--- src/rtl/mac_rx_ctrl.sv ---
// Receive-side MAC filter: forwards unicast-to-us frames with a swapped reply header, drops the rest.
// Optional macro MAC_RX_CTRL_BROADCAST_EN also accepts the all-ones destination address.
module mac_rx_ctrl #(
    parameter int                        MAC_ADDR_WIDTH   = 48,
    parameter int                        MAC_HEADER_WIDTH = 112,
    parameter logic [MAC_ADDR_WIDTH-1:0] FPGA_MAC         = 48'h001C24174ACB
) (
    input  logic                        clk,
    input  logic                        rst,
    input  logic [MAC_HEADER_WIDTH-1:0] hdr_data,
    input  logic                        hdr_valid,
    input  logic                        msg_valid,
    input  logic                        msg_ready,
    input  logic                        msg_eop,
    output logic                        drop,
    output logic [MAC_HEADER_WIDTH-1:0] out_hdr_data,
    output logic                        out_hdr_valid,
    input  logic                        out_hdr_ready,
    output logic [31:0]                 fwd_cnt,
    output logic [31:0]                 drop_cnt,
    output logic                        hdr_overrun,
    output logic [1:0]                  dbg_state
);

    localparam int ET_W = MAC_HEADER_WIDTH - 2 * MAC_ADDR_WIDTH;

    // Handshakes: a payload beat transfers when msg_valid & msg_ready; the reply
    // header transfers when out_hdr_valid & out_hdr_ready, with data held until then.
    typedef enum logic [1:0] {
        IDLE     = 2'd0,
        FWD_HDR  = 2'd1,
        FWD_BODY = 2'd2,
        DROP     = 2'd3
    } state_t;

    state_t                      state_q, state_d;
    logic                        eop_flag_q, eop_flag_d;
    logic [MAC_HEADER_WIDTH-1:0] out_hdr_data_q, out_hdr_data_d;
    logic                        out_hdr_valid_q;
    logic                        drop_q;
    logic [31:0]                 fwd_cnt_q, fwd_cnt_d;
    logic [31:0]                 drop_cnt_q, drop_cnt_d;
    logic                        hdr_overrun_q, hdr_overrun_d;

    logic [MAC_ADDR_WIDTH-1:0]   hdr_dst;
    logic [MAC_ADDR_WIDTH-1:0]   hdr_src;
    logic [ET_W-1:0]             hdr_type;
    logic                        hdr_match;
    logic                        eop_acc;
    logic                        take_hdr;

    assign hdr_dst  = hdr_data[MAC_HEADER_WIDTH-1 -: MAC_ADDR_WIDTH];
    assign hdr_src  = hdr_data[MAC_HEADER_WIDTH-MAC_ADDR_WIDTH-1 -: MAC_ADDR_WIDTH];
    assign hdr_type = hdr_data[ET_W-1:0];
    assign eop_acc  = msg_valid & msg_ready & msg_eop;

`ifdef MAC_RX_CTRL_BROADCAST_EN
    assign hdr_match = (hdr_dst == FPGA_MAC) || (hdr_dst == {MAC_ADDR_WIDTH{1'b1}});
`else
    assign hdr_match = (hdr_dst == FPGA_MAC);
`endif

    always_comb begin
        state_d        = state_q;
        eop_flag_d     = eop_flag_q;
        out_hdr_data_d = out_hdr_data_q;
        fwd_cnt_d      = fwd_cnt_q;
        drop_cnt_d     = drop_cnt_q;
        hdr_overrun_d  = 1'b0;
        take_hdr       = 1'b0;

        case (state_q)
            IDLE: take_hdr = hdr_valid;
            FWD_HDR: begin
                if (eop_acc) eop_flag_d = 1'b1;
                if (out_hdr_ready) state_d = (eop_flag_q || eop_acc) ? IDLE : FWD_BODY;
                hdr_overrun_d = hdr_valid;
            end
            FWD_BODY, DROP: begin
                // A header arriving with the closing eop starts the next frame directly.
                if (eop_acc) begin
                    state_d  = IDLE;
                    take_hdr = hdr_valid;
                end else begin
                    hdr_overrun_d = hdr_valid;
                end
            end
            default: state_d = IDLE;
        endcase

        if (take_hdr) begin
            if (hdr_match) begin
                state_d        = FWD_HDR;
                out_hdr_data_d = {hdr_src, FPGA_MAC, hdr_type};
                fwd_cnt_d      = fwd_cnt_q + 32'd1;
            end else begin
                state_d    = DROP;
                drop_cnt_d = drop_cnt_q + 32'd1;
            end
        end

        if (state_d != FWD_HDR) eop_flag_d = 1'b0;
    end

    always_ff @(posedge clk or posedge rst) begin
        if (rst) begin
            state_q         <= IDLE;
            eop_flag_q      <= 1'b0;
            out_hdr_data_q  <= '0;
            out_hdr_valid_q <= 1'b0;
            drop_q          <= 1'b0;
            fwd_cnt_q       <= '0;
            drop_cnt_q      <= '0;
            hdr_overrun_q   <= 1'b0;
        end else begin
            state_q         <= state_d;
            eop_flag_q      <= eop_flag_d;
            out_hdr_data_q  <= out_hdr_data_d;
            out_hdr_valid_q <= (state_d == FWD_HDR);
            drop_q          <= (state_d == DROP);
            fwd_cnt_q       <= fwd_cnt_d;
            drop_cnt_q      <= drop_cnt_d;
            hdr_overrun_q   <= hdr_overrun_d;
        end
    end

    assign drop          = drop_q;
    assign out_hdr_data  = out_hdr_data_q;
    assign out_hdr_valid = out_hdr_valid_q;
    assign fwd_cnt       = fwd_cnt_q;
    assign drop_cnt      = drop_cnt_q;
    assign hdr_overrun   = hdr_overrun_q;
    assign dbg_state     = state_q;

endmodule

--- config.mk ---
export PLATFORM = sky130hd
export DESIGN_NAME = mac_rx_ctrl
export DESIGN_NICKNAME = d
export VERILOG_FILES = /design/src/rtl/mac_rx_ctrl.sv
export SDC_FILE = /design/constraint.sdc
export NUM_CORES = 1
export LEC_CHECK = 0
export ABC_CLOCK_PERIOD_IN_PS = 4200
export BUFFER_PORTS_ARGS = -buffer_cell sky130_fd_sc_hd__buf_2
export CAP_MARGIN = 20
export CORE_ASPECT_RATIO = 0.8
export CORE_UTILIZATION = 23
export CTS_BUF_LIST = sky130_fd_sc_hd__clkbuf_4
export DETAILED_ROUTE_END_ITERATION = 8
export PLACE_DENSITY = 0.51
export SLEW_MARGIN = 20
export SYNTH_ARGS = -nofsm -noshare
export SYNTH_HDL_FRONTEND = slang
export SYNTH_SLANG_ARGS = --single-unit
--- constraint.sdc ---
create_clock -name clk -period 4.2 [get_ports clk]
set_input_delay 0.21 -clock clk [delete_from_list [all_inputs] [get_ports clk]]
set_output_delay 0.21 -clock clk [all_outputs]
set_load 0.01 [all_outputs]
; ---- Yosys cells after proc, flatten, opt, wreduce, memory -nomap -nowiden
; Index checks and enable logic that the tools add are counted.
[word_totals]
reg_bits = 151
in_bits = 119
output_inout_bits = 181
[classes]
n_addsub = 2
eq_ne = 7
n_mux = 13
n_bitwise = 3
reduce_logical = 8
[ops]
columns = operator, count
row1 = "32-bit by 1-bit adder with 32-bit output, second input constant", 2
row2 = "48-bit by 37-bit == test with 1-bit output, second input constant", 1
row3 = 2-bit 2-to-1 mux, 5
row4 = "2-bit == test, second input constant", 3
row5 = 2-bit AND reduction, 3
row6 = 1-bit 2-to-1 mux, 5
row7 = "2-bit by 1-bit == test with 1-bit output, second input constant", 2
row8 = 1-bit case mux with 2 select lines, 2
row9 = 2-bit case mux with 2 select lines, 1
row10 = 2-bit nonzero test, 2
row11 = 1-bit AND, 2
row12 = 2-bit logical NOT, 1
row13 = "2-bit by 1-bit inequality test with 1-bit output, second input constant", 1
row14 = 2-bit OR reduction, 1
row15 = 1-bit logical OR, 1
row16 = 1-bit NOT, 1

; ---- Longest topological paths before layout
; Gate-level depths: netlist (run 1).
[depth]
ltp_word = 10
ltp_mapped = 8
depth_no_buf = 6

; ---- Worst setup path after synthesis (run 1)
; No wires, ideal clock.
[synth_path]
path_type = reg-to-reg
startpoint = reg state_q[0], in the netlist dbg_state[0]
endpoint = reg fwd_cnt_q[22], in the netlist fwd_cnt[22]
setup_time_ps = 126
arrival_ps = 2066
path_slack_ps = 2008
stages_incl_launch_ff = 7
n_path_buf = 1
synth_period_minus_slack_ps = 2192
cell_sequence = dfrtp_1 or2_1 a21bo_1 or4_1 buf_4 or3_4 xnor2_2
[synth_via]
elab_chain_len = 4
[synth_lines]
columns = item, line
row1 = "start, declared", 36  ; state_t state_q, state_d;
row2 = "start signal, assigned", 116  ; state_q <= state_d;
row3 = 2-bit == test, 72  ; case (state_q)
row4 = 2-bit OR reduction, 72
row5 = 1-bit case mux with 2 select lines (*), 72
row6 = 2-bit AND reduction (no line) (*), n/a
row7 = "end signal, assigned", 121  ; fwd_cnt_q <= fwd_cnt_d;
row8 = "end, declared", 41  ; logic [31:0] fwd_cnt_q, fwd_cnt_d;
; Every way passes the cells marked *; elsewhere a longest branch is shown, timed or not.
; A chain may end at the register's enable or synchronous reset.

; ---- Worst setup path after layout (run 1)
[layout_path]
startpoint = reg state_q[0], in the netlist dbg_state[0]
endpoint = reg fwd_cnt_q[6], in the netlist fwd_cnt[6]
; Same word-level chain as after synthesis.

==> metrics.md, run 1 <==
| Metric | Value |
|---|---|
| Simple-gate share of the synthesized area | 0.2710 |
| Top sig layer | met4 |
| Drc violations | 0 |
| FMAX | approximately 380 MHz |
| HP Class | input port to register |
| Synth Flop Type | dfrtp_1 |
| CP Launch Type | register |
| Worst Path Max Fanout | 43 |
| DR vias/cell | 4.020 |
| Max_slew headroom | 0.5105 |
| Starting Density | 0.2356 |
| Vias in the first global route | 5149 |
| TritonCTS Buffers | 17 |
| GRT Util Overall | 0.1286 |
| Outcome | completed |
| Hold depth | 4 |
| Post-synthesis compound-gate area fraction | 0.01006 |
| Commonest non-fill, non-tap cells in the layout | buf_2 (268), nand2_1 (223), dfrtp_1 (135), dlygate4sd3_1 (69), xor2_1 (44) |
| Ports | 300 |
| Seq pwr share | 0.547 |
| Diodes inserted | 0 |
| DR WL met3 | 1.058 mm |
| Die span in y | 149.1 um |
| First-pass GRT wire length | ~27 mm |
| GRT overflow | 0 |
| Antenna violations before repair | 0 |
| Clock Tree Root | clkbuf_4 |
| Die width | 185.8 um |
| Most common cell after layout, fill and taps aside | buf_2 |
| XOR/XNOR Fraction of Synth Area | 0.08853 |
| CTS tree | built |
| Clk sink count | 135 |
| Yosys reg bits | 135 |
| Leak | 4.941 nW |
| Adder-Cell Fraction of Synth Area | 0.004024 |
| Setup repair after global routing missed its margin | no |
| Crit path DAT | 3.09 ns |
| Worst reg-to-reg path cell count | 6 |
| Max Transition Viols Final | 0 |
| # fillers | 2791 |
| Clk_lat worst skew | 0.55 ns |
| Tmin final | 2.605 ns |
| Crit share post-route | 0.6202 |
| Number of nets in the layout | 1092 |
| EDFF count, synth | 0 |
| Number of port buffers | 268 |
| Cells after Synth | 648 |
| Routed met1 length | 8.215 mm |
| Area added between synthesis and finish | 39.56% |
| Register area share after synthesis | 0.5433 |
| Critical path required time | 4.69 ns |
| Die area | roughly 28000 um2 |
| GP Congestion | around 0.76 |
| Mux contribution to synthesized area | 0.003622 |
| Crit. End Element | register |
| FP Rows | 53 |
| Slew @ Worst Pin | 0.7282 ns |
| Total Power | 2.615 mW |
| Antenna viol nets, final | 0 |
| Pin count of the biggest net entering global routing | 80 |
| Post-synth ARST share | 1.000 |
| MaxCap Viol Count | 0 |
| Core footprint | 26390 um2 |
| Clock Skew | 0.01483 ns |
| Clock-pin slew on the worst setup and hold paths | 0.12 ns |
| Logic pwr share | 0.152 |
| Setup violators final | 0 |
| CP max-delay cell | or4_4 |
| H-Tree Depth | 4 |
| Cts hold-fix bufs | 69 |
| Sw power | 770.4 uW |
| Iteration-0 DRC Markers | 206 |
| CP Class | register to register |
| Drt first pass iters | 4 |
| P_int | 1.845 mW |
| Layout cell share with drive strength beyond 1 | 0.3242 |
| Wire per inst | ~13 um |
| Resized cells post-CTS | 0 |
| Worst path max stage delay | roughly 0.79 ns |
| Yosys Warn Count | 0 |
| DPL Wire Length | approximately 12 mm |
| Switch share | 0.2946 |
| Max VDD drop | 0.0001387 V |
| Fin. Hold Viols | 0 |
| Synthesized area | 6218 um2 |
| Post-synth cell types | 40 |
| Post-CTS Setup Inserts | 0 |
| Mean Syn Cell Area | between 9 and 10 um2 |
| Largest family of logic cells by synthesized area | simple AND/OR/NAND/NOR gates |
| PD cells | 301.3 nW/um2 |
| Vias | roughly 5400 |
| Clock buffer depth | 2 |
| Drt total wl | 17.54 mm |
| Clock power frac | 0.301 |
| Met2 wire length | 8.083 mm |
| Crit path cell chain | or2_1 -> a21bo_1 -> or4_4 -> buf_4 -> nor3_2 -> xor2_1 |
| Setup TNS | 0 ns |
[layer usage]
| metal | global-route usage | up-vias |
|---|---|---|
| li1 | - | 2700 |
| met1 | 0.1706 | 2516 |
| met2 | 0.2007 | 162 |
| met3 | 0.03711 | 13 |
| met4 | 0.04057 | 0 |
| met5 | 0 | - |
[metrics by stage]
step	setup slack, ns	cells	utilization	area (um2)	hold WS [ns]
6_report	1.595	1341	0.3288	8678	0.08431
5_1_grt	1.423	1341	0.3288	8678	0.06257
2_1_floorplan	0.3789	678	-	6331	0.3225
3_5_place_dp	1.431	1240	0.2934	7742	0.4024
3_3_place_gp	1.463	1240	0.2934	7742	0.3994
4_1_cts	1.537	1341	0.3285	8670	0.006895
[kinds of logic (layout without fill, tap and decap cells)]
family | count (synthesis) | count (layout)
compound gates | 9 | 9
xor+xnor | 62 | 62
flops | 135 | 135
buf+inv | 76 | 382
other cells | 1 | 31
simple gates | 361 | 361
fa+ha+maj | 2 | 2
mux | 2 | 2
[cell type report]
cell class,instances,area [um2],share of cell area
tap,357,446.7,0.05147
timing repair buffer,343,2090,0.2408
inverter,7,31.28,0.003604
sequential,135,3378,0.3893
clock buffer,20,150.1,0.01730
clock inverter,12,86.33,0.009948
multi-input combinational,467,2496,0.2876
[power by group through the flow]
stage,registers [mW],logic [mW],clock network (mW)
2_1_floorplan,1.47,0.175,0
3_3_place_gp,1.46,0.346,0
3_5_place_dp,1.46,0.346,0
4_1_cts,1.43,0.403,0.841
5_1_grt,1.44,0.439,0.892
6_report,1.43,0.398,0.786
[path summary, 6_finish.rpt]
path	from	endpoint	slack, ns
worst max-delay path	dbg_state[0]	fwd_cnt[6]	1.60
worst min-delay path	msg_valid	dbg_state[1]	0.08
worst max register to register	dbg_state[0]	fwd_cnt[6]	1.60
worst min register to register	out_hdr_data[75]	out_hdr_data[75]	0.47
max in group asynchronous	rst	fwd_cnt[21]	2.93
min in group asynchronous	rst	drop_cnt[31]	0.31
[cells in the mapped netlist (3+ instances only)]
| cell | number | share of area |
|---|---|---|
| and3_1 | 12 | 0.012 |
| nor2_1 | 30 | 0.018 |
| buf_2 | 14 | 0.011 |
| and4_1 | 3 | 0.0042 |
| nand2_1 | 223 | 0.13 |
| nor4_2 | 3 | 0.0060 |
| buf_4 | 48 | 0.058 |
| xor2_1 | 44 | 0.062 |
| nand3_1 | 20 | 0.016 |
| nor3b_1 | 3 | 0.0036 |
| nor3_1 | 15 | 0.012 |
| dfrtp_1 | 135 | 0.54 |
| clkbuf_1 | 6 | 0.0036 |
| nand4_1 | 25 | 0.025 |
| inv_1 | 7 | 0.0042 |
| a21oi_1 | 3 | 0.0024 |
| nor4bb_1 | 3 | 0.0048 |
| xnor2_1 | 17 | 0.024 |
| nor4_1 | 7 | 0.0070 |
| nor4b_1 | 5 | 0.0070 |
[registers in the layout, indices dropped and copies added (netlist names)]
signal / cells
out_hdr_data: 65
drop_cnt: 32
fwd_cnt: 32
dbg_state: 2
drop: 1
eop_flag_q: 1
hdr_overrun: 1
out_hdr_valid: 1
[worst max-delay path, delay by kind of cell, from the launching register on]
kind            cells  cell delay (ns)
flops               1             0.46
simple gates        3             1.28
compound gates      1             0.24
xor+xnor            1             0.15
buf+inv             1             0.38
Note: power is estimated with default switching activity, not from simulation.
==> run 2, diff against run 1 <==
ABC_AREA = 1   (was default)
ABC_CLOCK_PERIOD_IN_PS = 2600   (was 4200)
PLACE_DENSITY = 0.49   (was 0.51)
clock period = 2.6 ns   (was 4.2 ns; I/O delays follow)
==> metrics.md, run 2 <==
| Metric | Value |
|---|---|
| Vias in the first global route | 7018 |
| Area contributors post-synth | dfrtp_1 (46%), nand2_1 (27%), nor2_1 (5.4%), buf_4 (5.0%), inv_1 (3.2%) |
| TritonCTS Buffers | 17 |
| Mux contribution to synthesized area | 0 |
| Largest family of logic cells by synthesized area | simple AND/OR/NAND/NOR gates |
| Outcome | completed |
| Most common cell after layout, fill and taps aside | nand2_1 |
| MaxCap Viol Count | 0 |
| Clock-pin slew on the worst setup and hold paths | 0.15 ns |
| Reg2reg end | fwd_cnt[30] |
| Resized cells post-CTS | 0 |
| First-pass GRT wire length | approximately 36 mm |
| Total Power | around 4.4 mW |
| Simple-gate share of the synthesized area | 0.3679 |
| HP Class | input port to async pin |
| H-Tree Depth | 4 |
| Die span in y | roughly 160 um |
| Antenna violations before repair | 0 |
| Post-synthesis compound-gate area fraction | 0.01501 |
| Vias | just over 7000 |
| Setup TNS | 0 ns |
| Pin count of the biggest net entering global routing | 80 |
| Clock buffer depth | 2 |
| Synthesized area | 7336 um2 |
| Slack of the worst reg-to-reg path | 0.77 ns |
| Cells after Synth | roughly 1000 |
| Largest register FFs | between 60 and 70 |
| # fillers | between 3000 and 4000 |
| Max_slew headroom | 0.6153 |
| Post-CTS Setup Inserts | 0 |
| Post-synth cell types | 25 |
| Die width | 201.7 um |
| FP Rows | just under 60 |
| Layout cell share with drive strength beyond 1 | 0.2300 |
| Yosys reg bits | 135 |
| Max VDD drop | approximately 0.00029 V |
| Top cell type's share of synthesized area | 0.4605 |
| GP Congestion | 0.8446 |
| Most frequent cell after synthesis | nand2_1 |
| Largest area contributor in the netlist | dfrtp_1 |
| Adder-Cell Fraction of Synth Area | 0.003411 |
| Tmin final | 1.829 ns |
| CP Launch Type | register |
| Leak | about 5.6 nW |
| Worst reg-to-reg path cell count | 10 |
| GRT Util Overall | 0.1389 |
| Clock Tree Root | clkbuf_4 |
| Yosys Warn Count | 0 |
| Drt first pass iters | 5 |
| Area added between synthesis and finish | 35.39% |
| Starting Density | 0.2335 |
| Clk_lat worst skew | about 0.57 ns |
| Wire per inst | 12.38 um |
| DR vias/cell | 4.023 |
| CP Class | register to register |
| Iteration-0 DRC Markers | 320 |
| Clk sink count | 135 |
| Synth top cells by count | nand2_1 (532), dfrtp_1 (135), nor2_1 (106) |
| Setup violators final | 0 |
| EDFF count, synth | 0 |
| DPL Wire Length | 15.78 mm |
| Max Transition Viols Final | 0 |
| XOR/XNOR Fraction of Synth Area | 0.05253 |
| Drc violations | 0 |
| Critical path required time | between 3 and 4 ns |
| Fin. Hold Viols | 0 |
| PD cells | 438.2 nW/um2 |
| Setup repair after global routing missed its margin | no |
| Register area share after synthesis | 0.4605 |
| Die area | 32620 um2 |
| Drt total wl | approximately 22 mm |
| Antenna viol nets, final | 0 |
| Worst hold slack | between 0.1 and 0.15 ns |
| Worst slack, placed | roughly 0.83 ns |
| Synth Flop Type | dfrtp_1 |
| Worst Path Max Fanout | 6 |
| Diodes inserted | 0 |
| Crit path DAT | around 2.3 ns |
| Final Worst Setup Slack | 0.7712 ns |
| Core footprint | 31420 um2 |
| Number of nets in the layout | ~1500 |
| Crit share post-route | 0.7034 |
| Ports | 300 |
| Mean Syn Cell Area | 7.129 um2 |
| GRT overflow | 0 |
| Clock Skew | 0.02315 ns |
| FMAX | 546.8 MHz |
| Number of port buffers | 268 |
| CTS tree | built |
| Post-synth ARST share | 1.000 |
| Cts hold-fix bufs | 71 |
| Commonest non-fill, non-tap cells in the layout | nand2_1 (532), buf_2 (268), dfrtp_1 (135), nor2_1 (106), dlygate4sd3_1 (71) |
| Slew @ Worst Pin | approximately 0.57 ns |
| Crit. End Element | register |
| RR Startpoint | fwd_cnt[0] |
[run 2: final cells by class]
| type | count | area, um2 | share of cell area |
|---|---|---|---|
| clock buffer | 17 | 127.6 | 0.01285 |
| clock inverter | 15 | 167.7 | 0.01688 |
| inverter | 65 | 247.7 | 0.02494 |
| multi-input combinational | 786 | 3336 | 0.3359 |
| sequential | 135 | 3378 | 0.3401 |
| tap | 420 | 525.5 | 0.05291 |
| timing repair buffer | 347 | 2150 | 0.2164 |
[run 2: through the flow]
stage / utilization / std cells / instance area, um2
final: 0.3161 / 1785 / 9932
after global routing: 0.3161 / 1785 / 9932
after CTS: 0.3161 / 1785 / 9932
after detailed placement: 0.2841 / 1682 / 8926
after global placement: 0.2841 / 1682 / 8926
after floorplan: - / 1059 / 7452
[run 2: worst max path at each step]
stage | from | cells after the start | end | slack, ns
floorplan | rst | 1 | dbg_state[0] | 0.79
global placement | drop_cnt[8] | 9 | drop_cnt[27] | 0.82
detailed placement | hdr_data[102] | 10 | drop | 0.83
CTS | fwd_cnt[0] | 10 | fwd_cnt[30] | 0.79
global route | drop_cnt[0] | 10 | drop_cnt[20] | 0.51
finish | fwd_cnt[0] | 10 | fwd_cnt[30] | 0.77
[run 2: cells by family (layout without fill, tap and decap cells)]
kind of cell               count (synthesis)  count (layout)
and+or+nand+nor                          688             688
buffers and inverters                    138             444
DFF                                      135             135
adders and majority gates                  2               2
xor gates and xnor gates                  44              44
AOI/OAI and AO/OA                         21              21
other                                      1              31
[run 2: critical path, cell delays in order, from the launching register on]
cell and delay (ns):
dfrtp_1 0.47, ha_1 0.25, nand3_1 0.19, nor2_1 0.25, nand3_1 0.19, inv_1 0.11
nand2_1 0.06, nand2_1 0.06, nand2_1 0.04, nand2_1 0.05, nand2_1 0.05
[run 2: where the power goes]
part,switching [mW],internal [mW],leakage [nW]
combinational,0.333,0.257,3.61
sequential,0.0553,2.15,1.84
clock,0.957,0.596,0.155
total,1.35,3.01,5.60
[run 2: metal layers]
| layer | wire length (um) | global-route usage |
|---|---|---|
| met1 | 11010 | 0.1902 |
| met2 | 9837 | 0.2185 |
| met3 | 1072 | 0.03551 |
| met4 | 182 | 0.03306 |
| met5 | 0 | 0 |
